## src/rtl/kbd_pkg.sv

```systemverilog
// Shared definitions for the PS/2 set-2 key controller.
//   SC_EXT  : extended-key prefix byte
//   SC_BRK  : break (key release) prefix byte
//   kbd_state_e : scancode sequencer states
package kbd_pkg;
    localparam logic [7:0] SC_EXT = 8'hE0;
    localparam logic [7:0] SC_BRK = 8'hF0;

    typedef enum logic [1:0] {
        IDLE    = 2'd0,
        BRK     = 2'd1,
        EXT     = 2'd2,
        EXT_BRK = 2'd3
    } kbd_state_e;
endpackage

```

## src/rtl/kbd_event_slot.sv

```systemverilog
// One-entry valid/ready holding register for key events {key, ascii, rpt}.
// A load on the same edge as a consumer accept replaces the entry.
// Ports:
//   clk, rst         clock, synchronous active-high reset
//   load             write a new entry this edge
//   load_key/ascii/rpt  entry contents
//   ev_ready         consumer accepts the held entry
//   ev_valid/key/ascii/rpt  held entry
module kbd_event_slot (
    input  logic       clk,
    input  logic       rst,
    input  logic       load,
    input  logic [7:0] load_key,
    input  logic [7:0] load_ascii,
    input  logic       load_rpt,
    input  logic       ev_ready,
    output logic       ev_valid,
    output logic [7:0] ev_key,
    output logic [7:0] ev_ascii,
    output logic       ev_rpt
);
    logic       valid_q, valid_d;
    logic [7:0] key_q, key_d;
    logic [7:0] ascii_q, ascii_d;
    logic       rpt_q, rpt_d;

    always_comb begin
        valid_d = load | (valid_q & ~ev_ready);
        key_d   = load ? load_key   : key_q;
        ascii_d = load ? load_ascii : ascii_q;
        rpt_d   = load ? load_rpt   : rpt_q;
    end

    always_ff @(posedge clk) begin
        if (rst) begin
            valid_q <= 1'b0;
            key_q   <= 8'h00;
            ascii_q <= 8'h00;
            rpt_q   <= 1'b0;
        end else begin
            valid_q <= valid_d;
            key_q   <= key_d;
            ascii_q <= ascii_d;
            rpt_q   <= rpt_d;
        end
    end

    assign ev_valid = valid_q;
    assign ev_key   = key_q;
    assign ev_ascii = ascii_q;
    assign ev_rpt   = rpt_q;
endmodule

```

## src/rtl/keycode_to_ascii.sv

```systemverilog
// Set-2 make code to ASCII lookup (upper-case letters, digits, space).
// Ports:
//   code  in  8  set-2 make code
//   ascii out 8  ASCII character, 0x00 when the code has no mapping
module keycode_to_ascii (
    input  logic [7:0] code,
    output logic [7:0] ascii
);
    always_comb begin
        ascii = 8'h00;
        case (code)
            8'h1C: ascii = "A";  8'h32: ascii = "B";  8'h21: ascii = "C";
            8'h23: ascii = "D";  8'h24: ascii = "E";  8'h2B: ascii = "F";
            8'h34: ascii = "G";  8'h33: ascii = "H";  8'h43: ascii = "I";
            8'h3B: ascii = "J";  8'h42: ascii = "K";  8'h4B: ascii = "L";
            8'h3A: ascii = "M";  8'h31: ascii = "N";  8'h44: ascii = "O";
            8'h4D: ascii = "P";  8'h15: ascii = "Q";  8'h2D: ascii = "R";
            8'h1B: ascii = "S";  8'h2C: ascii = "T";  8'h3C: ascii = "U";
            8'h2A: ascii = "V";  8'h1D: ascii = "W";  8'h22: ascii = "X";
            8'h35: ascii = "Y";  8'h1A: ascii = "Z";
            8'h45: ascii = "0";  8'h16: ascii = "1";  8'h1E: ascii = "2";
            8'h26: ascii = "3";  8'h25: ascii = "4";  8'h2E: ascii = "5";
            8'h36: ascii = "6";  8'h3D: ascii = "7";  8'h3E: ascii = "8";
            8'h46: ascii = "9";  8'h29: ascii = " ";
            default: ascii = 8'h00;
        endcase
    end
endmodule

```

## src/rtl/ps2_key_ctrl.sv

```systemverilog
// PS/2 set-2 scancode sequencer: tracks the held key, counts presses and
// emits one event per make code (new press or typematic repeat).
// Build option: define KBD_REPEAT_FILTER_EN to drop typematic repeats silently.
// Ports:
//   clk, rst              clock, synchronous active-high reset
//   in_valid/in_data/in_ready  scancode byte stream from the PS/2 receiver
//   key_down, cur_key, cur_ascii  held / last key state
//   press_cnt             count of new presses (wraps)
//   ev_valid/ev_ready/ev_key/ev_ascii/ev_rpt  event stream
//
// state   | meaning
// IDLE    | no prefix pending; next byte is a prefix or a make code
// BRK     | F0 seen; next byte is the released key
// EXT     | E0 seen; next byte is an extended make or F0
// EXT_BRK | E0 F0 seen; next byte is an extended release (ignored)
module ps2_key_ctrl
    import kbd_pkg::*;
#(
    parameter int CNT_W = 8
) (
    input  logic             clk,
    input  logic             rst,
    input  logic             in_valid,
    input  logic [7:0]       in_data,
    output logic             in_ready,
    output logic             key_down,
    output logic [7:0]       cur_key,
    output logic [7:0]       cur_ascii,
    output logic [CNT_W-1:0] press_cnt,
    output logic             ev_valid,
    input  logic             ev_ready,
    output logic [7:0]       ev_key,
    output logic [7:0]       ev_ascii,
    output logic             ev_rpt
);
    kbd_state_e       state_q, state_d;
    logic             key_down_q, key_down_d;
    logic [7:0]       cur_key_q, cur_key_d;
    logic [CNT_W-1:0] press_cnt_q, press_cnt_d;

    logic       accept;
    logic       ev_load;
    logic       ev_load_rpt;
    logic [7:0] in_ascii;

    assign in_ready = ~ev_valid | ev_ready;
    assign accept   = in_valid & in_ready;

    always_ff @(posedge clk) begin
        if (rst) begin
            state_q     <= IDLE;
            key_down_q  <= 1'b0;
            cur_key_q   <= 8'h00;
            press_cnt_q <= '0;
        end else begin
            state_q     <= state_d;
            key_down_q  <= key_down_d;
            cur_key_q   <= cur_key_d;
            press_cnt_q <= press_cnt_d;
        end
    end

    always_comb begin
        state_d = state_q;
        if (accept) begin
            case (state_q)
                IDLE: begin
                    if (in_data == SC_EXT)      state_d = EXT;
                    else if (in_data == SC_BRK) state_d = BRK;
                end
                EXT:     state_d = (in_data == SC_BRK) ? EXT_BRK : IDLE;
                default: state_d = IDLE;
            endcase
        end
    end

    always_comb begin
        key_down_d  = key_down_q;
        cur_key_d   = cur_key_q;
        press_cnt_d = press_cnt_q;
        ev_load     = 1'b0;
        ev_load_rpt = 1'b0;
        if (accept) begin
            case (state_q)
                IDLE: begin
                    if (in_data != SC_EXT && in_data != SC_BRK) begin
                        if (!key_down_q || in_data != cur_key_q) begin
                            cur_key_d   = in_data;
                            key_down_d  = 1'b1;
                            press_cnt_d = press_cnt_q + 1'b1;
                            ev_load     = 1'b1;
                        end else begin
`ifndef KBD_REPEAT_FILTER_EN
                            ev_load     = 1'b1;
                            ev_load_rpt = 1'b1;
`endif
                        end
                    end
                end
                BRK: begin
                    if (key_down_q && in_data == cur_key_q) key_down_d = 1'b0;
                end
                default: ;
            endcase
        end
    end

    keycode_to_ascii u_cur_lut (
        .code  (cur_key_q),
        .ascii (cur_ascii)
    );

    // A repeat's key equals in_data, so the event lookup always runs on the incoming byte.
    keycode_to_ascii u_ev_lut (
        .code  (in_data),
        .ascii (in_ascii)
    );

    kbd_event_slot u_slot (
        .clk        (clk),
        .rst        (rst),
        .load       (ev_load),
        .load_key   (in_data),
        .load_ascii (in_ascii),
        .load_rpt   (ev_load_rpt),
        .ev_ready   (ev_ready),
        .ev_valid   (ev_valid),
        .ev_key     (ev_key),
        .ev_ascii   (ev_ascii),
        .ev_rpt     (ev_rpt)
    );

    assign key_down  = key_down_q;
    assign cur_key   = cur_key_q;
    assign press_cnt = press_cnt_q;
endmodule

```

## config.mk

```make
export PLATFORM = sky130hd
export DESIGN_NAME = ps2_key_ctrl
export DESIGN_NICKNAME = d
export VERILOG_FILES = /design/src/rtl/kbd_pkg.sv /design/src/rtl/kbd_event_slot.sv /design/src/rtl/keycode_to_ascii.sv /design/src/rtl/ps2_key_ctrl.sv
export SDC_FILE = /design/constraint.sdc
export NUM_CORES = 1
export LEC_CHECK = 0
export ABC_AREA = 1
export BUFFER_PORTS_ARGS = -buffer_cell sky130_fd_sc_hd__buf_4
export CAP_MARGIN = 20
export CELL_PAD_IN_SITES_DETAIL_PLACEMENT = 0
export CELL_PAD_IN_SITES_GLOBAL_PLACEMENT = 1
export CORE_ASPECT_RATIO = 0.7
export CORE_MARGIN = 8
export CORE_UTILIZATION = 42
export DETAILED_ROUTE_END_ITERATION = 12
export PLACE_DENSITY = 0.93
export SYNTH_ARGS = -nofsm -noshare
export SYNTH_HDL_FRONTEND = slang
export SYNTH_SLANG_ARGS = --single-unit
```

## constraint.sdc

```tcl
create_clock -name clk -period 8.75 [get_ports clk]
set_input_delay 1.75 -clock clk [delete_from_list [all_inputs] [get_ports clk]]
set_output_delay 1.75 -clock clk [all_outputs]
set_load 0.02 [all_outputs]
```

==> flow_summary.yaml <==
placed_design:
  gp_congestion: 0.945
  place_inst: 641
  io_buffers: 53
  pre_cts_slack_ns: 3.83
  detailed_place_hpwl_um: 7300
cts:
  cts.sinks: 43
  clk_pin_slew_ns: 0.09
  ctsResizeCount: 0
  cts_root_buf: "clkbuf_8"
  htreeDepth: 2
  numCtsBuffers: 5
  clk_path_buf_depth: 2
  post-cts-setup-buffers: 0
  cts_tree: "done"
  clkLatencyLatePin_ns: 0.31
  postCtsHoldBufs: 0
timing:
  slew_violations: 0
  fmax_mhz: 214
  rsz0062_at_grt: "no"
  period_needed_ns: 4.67
  setup_viol: 0
  worstMarginPinSlew_ns: 0.985
  worst_slew_margin_rel: 0.342
  fin_crit_sh: 0.533
  finClkSkew_ns: 0.0122
  finalSetupTns_ns: 0
  fin_ws_ns: 4.08
  final-hold-violation-count: 0
global_routing:
  overflow: 0
  met1_usage: 0.266
  grt_pass1_wl_um: 15800
  grt.total_usage: 0.181
  gr-max-usage-layer: "met1"
  grt_max_degree: 32
  grtUsageMet3: 0.0580
  antenna_found_initial: 0
  grt_pass1_vias: 3145
  grt_util_met2: 0.245
yosys:
  async_flop_share: 0
  synth.cell_area_sq_um: 3160
  syn_area_per_cell_sq_um: 6.21
  synth_warnings: 0
  yosys-top-cells-area: "dfxtp_1 27%, nand2_1 18%, o21ai_0 6.8%, inv_1 6.5%, nand3_1 6.3%"
  ys_types: 44
  synth_top_area_frac: 0.272
  synth.most_common_cell: "nand2_1"
  synth_commonest_cells: "152 x nand2_1, 55 x inv_1, 43 x dfxtp_1, 43 x o21ai_0"
  ys_ff_latch: 43
  synth_flop_cell: "dfxtp_1"
  synth-edff-count: 0
  netlist_instances: 509
  yosys.area.top_type: "dfxtp_1"
  seq_area_frac_synth: 0.272
final_layout:
  drive_above_1_share: 0.156
  diodes: 0
  fillerInstances: 734
  final_nets: 576
  fin_cells: 649
  synthToLayoutAreaGrowth_pct: 16.3
setup_path:
  worstPathArrival_ns: 4.87
  end_kind: "flop"
  path_max_fanout: 24
  cp.required_ns: 8.96
  crit_path_start_kind: "primary input"
  reg2regPathDepth: 16
  worstSetupPathType: "primary input to flop"
routing:
  ant_nets: 0
  drtPass1Iterations: 6
  drt_iter0_markers: 441
  wl_per_cell_um: 14.6
  totalWireLength_um: 9450
  viasPerCell: 5.35
  vias: 3471
  route.detailed.drc: 0
floorplan:
  die_w_um: 120
  fp.dieH_um: 88.6
  coreArea_sq_um: 7290
  num_rows: 26
  start_util: 0.434
  io_pins: 56
  die_area_sq_um: 10600
run_status:
  status: "complete, no violations"
power:
  power.leakage_nw: 1.83
  p_per_area_nw_per_um2: 157
  vdd_ir_drop_max_uv: 95.0
job:
  max_cap_violations: 0
hold_path:
  worstHoldPathCells: 1
  hp-class: "flop to flop"
-- area by class of cell --
class,instances,area [sq um],area share
Clock buffer,5,68.8,0.0187
Multi-Input combinational cell,384,1950,0.529
Clock inverter,3,43.8,0.0119
Sequential cell,43,861,0.234
Inverter,63,239,0.0650
Timing Repair Buffer,53,398,0.108
Tap cell,98,123,0.0333
-- metrics by stage --
step	util	area [sq um]	total power, mW	hold slack (ns)
final	0.505	3680	0.576	0.469
after CTS	0.505	3680	0.577	0.469
after floorplan	-	3170	0.360	0.488
after global routing	0.505	3680	0.614	0.495
after global placement	0.489	3570	0.417	0.445
after detailed placement	0.489	3570	0.416	0.455
-- critical path, cell delays in order --
cell and delay [ns]:
buf_4 0.12, inv_1 0.14, ha_1 0.26, nand2_1 0.07, nor2_1 0.08, nand2_1 0.10, nand3_2 0.10, nor2_4 0.44
nand2_4 0.27, nand2_1 0.12, nand2_1 0.08, nor2_1 0.22, inv_1 0.15, ha_1 0.32, nand2_1 0.11, inv_1 0.07
o21ai_1 0.17, and2_1 0.14, nand2_1 0.04, nand2_1 0.05, nand2_1 0.05
-- per-layer routing --
metal | wire length, um | vias up
met3 | 1050 | 9
met4 | 96 | 0
met5 | 0 | -
li1 | - | 1734
met1 | 4780 | 1557
met2 | 3530 | 171
-- worst paths after layout --
| check | startpoint | end | slack [ns] |
|---|---|---|---|
| worst max-delay path | in_data[0] | flop | 4.08 |
| worst min-delay path | press_cnt[7]$_SDFFE_PP0P_ | press_cnt[7]$_SDFFE_PP0P_ | 0.47 |
| worst max register to register | state_q[1]$_SDFFE_PP0P_ | flop | 5.70 |
| worst min register to register | press_cnt[7]$_SDFFE_PP0P_ | press_cnt[7]$_SDFFE_PP0P_ | 0.47 |
-- report_power, final --
| part | internal (mW) | switching [mW] |
|---|---|---|
| Clock | 0.0851 | 0.0755 |
| Sequential | 0.211 | 0.0124 |
| Combinational | 0.0627 | 0.129 |
| Total | 0.359 | 0.217 |
-- cells in the final DEF, fill, tap and decap left out, types with 2 or more instances in the layout --
cell        n
o221ai_1    2
o21ai_0    43
o31ai_1     5
nor3_1      6
o211ai_1    4
or2_2       2
nor2_2      3
a31oi_1     3
o21ai_2     2
nor2_4      2
conb_1      2
nor3b_1     2
o21ai_1     3
nand4_1     3
nand2_4     2
buf_4      53
nand3_2     3
inv_1      55
ha_1       14
dfxtp_1    43
a21oi_1    35
nor2_1     40
inv_2       4
clkbuf_8    5
nand3_1    40
nand2_2     3
nand2_1   152
clkinv_1    3
-- logic make-up (layout without fill, tap and decap cells) --
group	after synthesis	in the layout	synth area share
AOI/OAI and AO/OA	105	105	0.191
buffers and inverters	83	124	0.114
DFF	43	43	0.272
other	1	2	0.00119
xor gates and xnor gates	1	1	0.00277
adders and majority gates	14	14	0.0554
and+or+nand+nor	262	262	0.364
No activity file was read; power rests on OpenSTA's default activity.
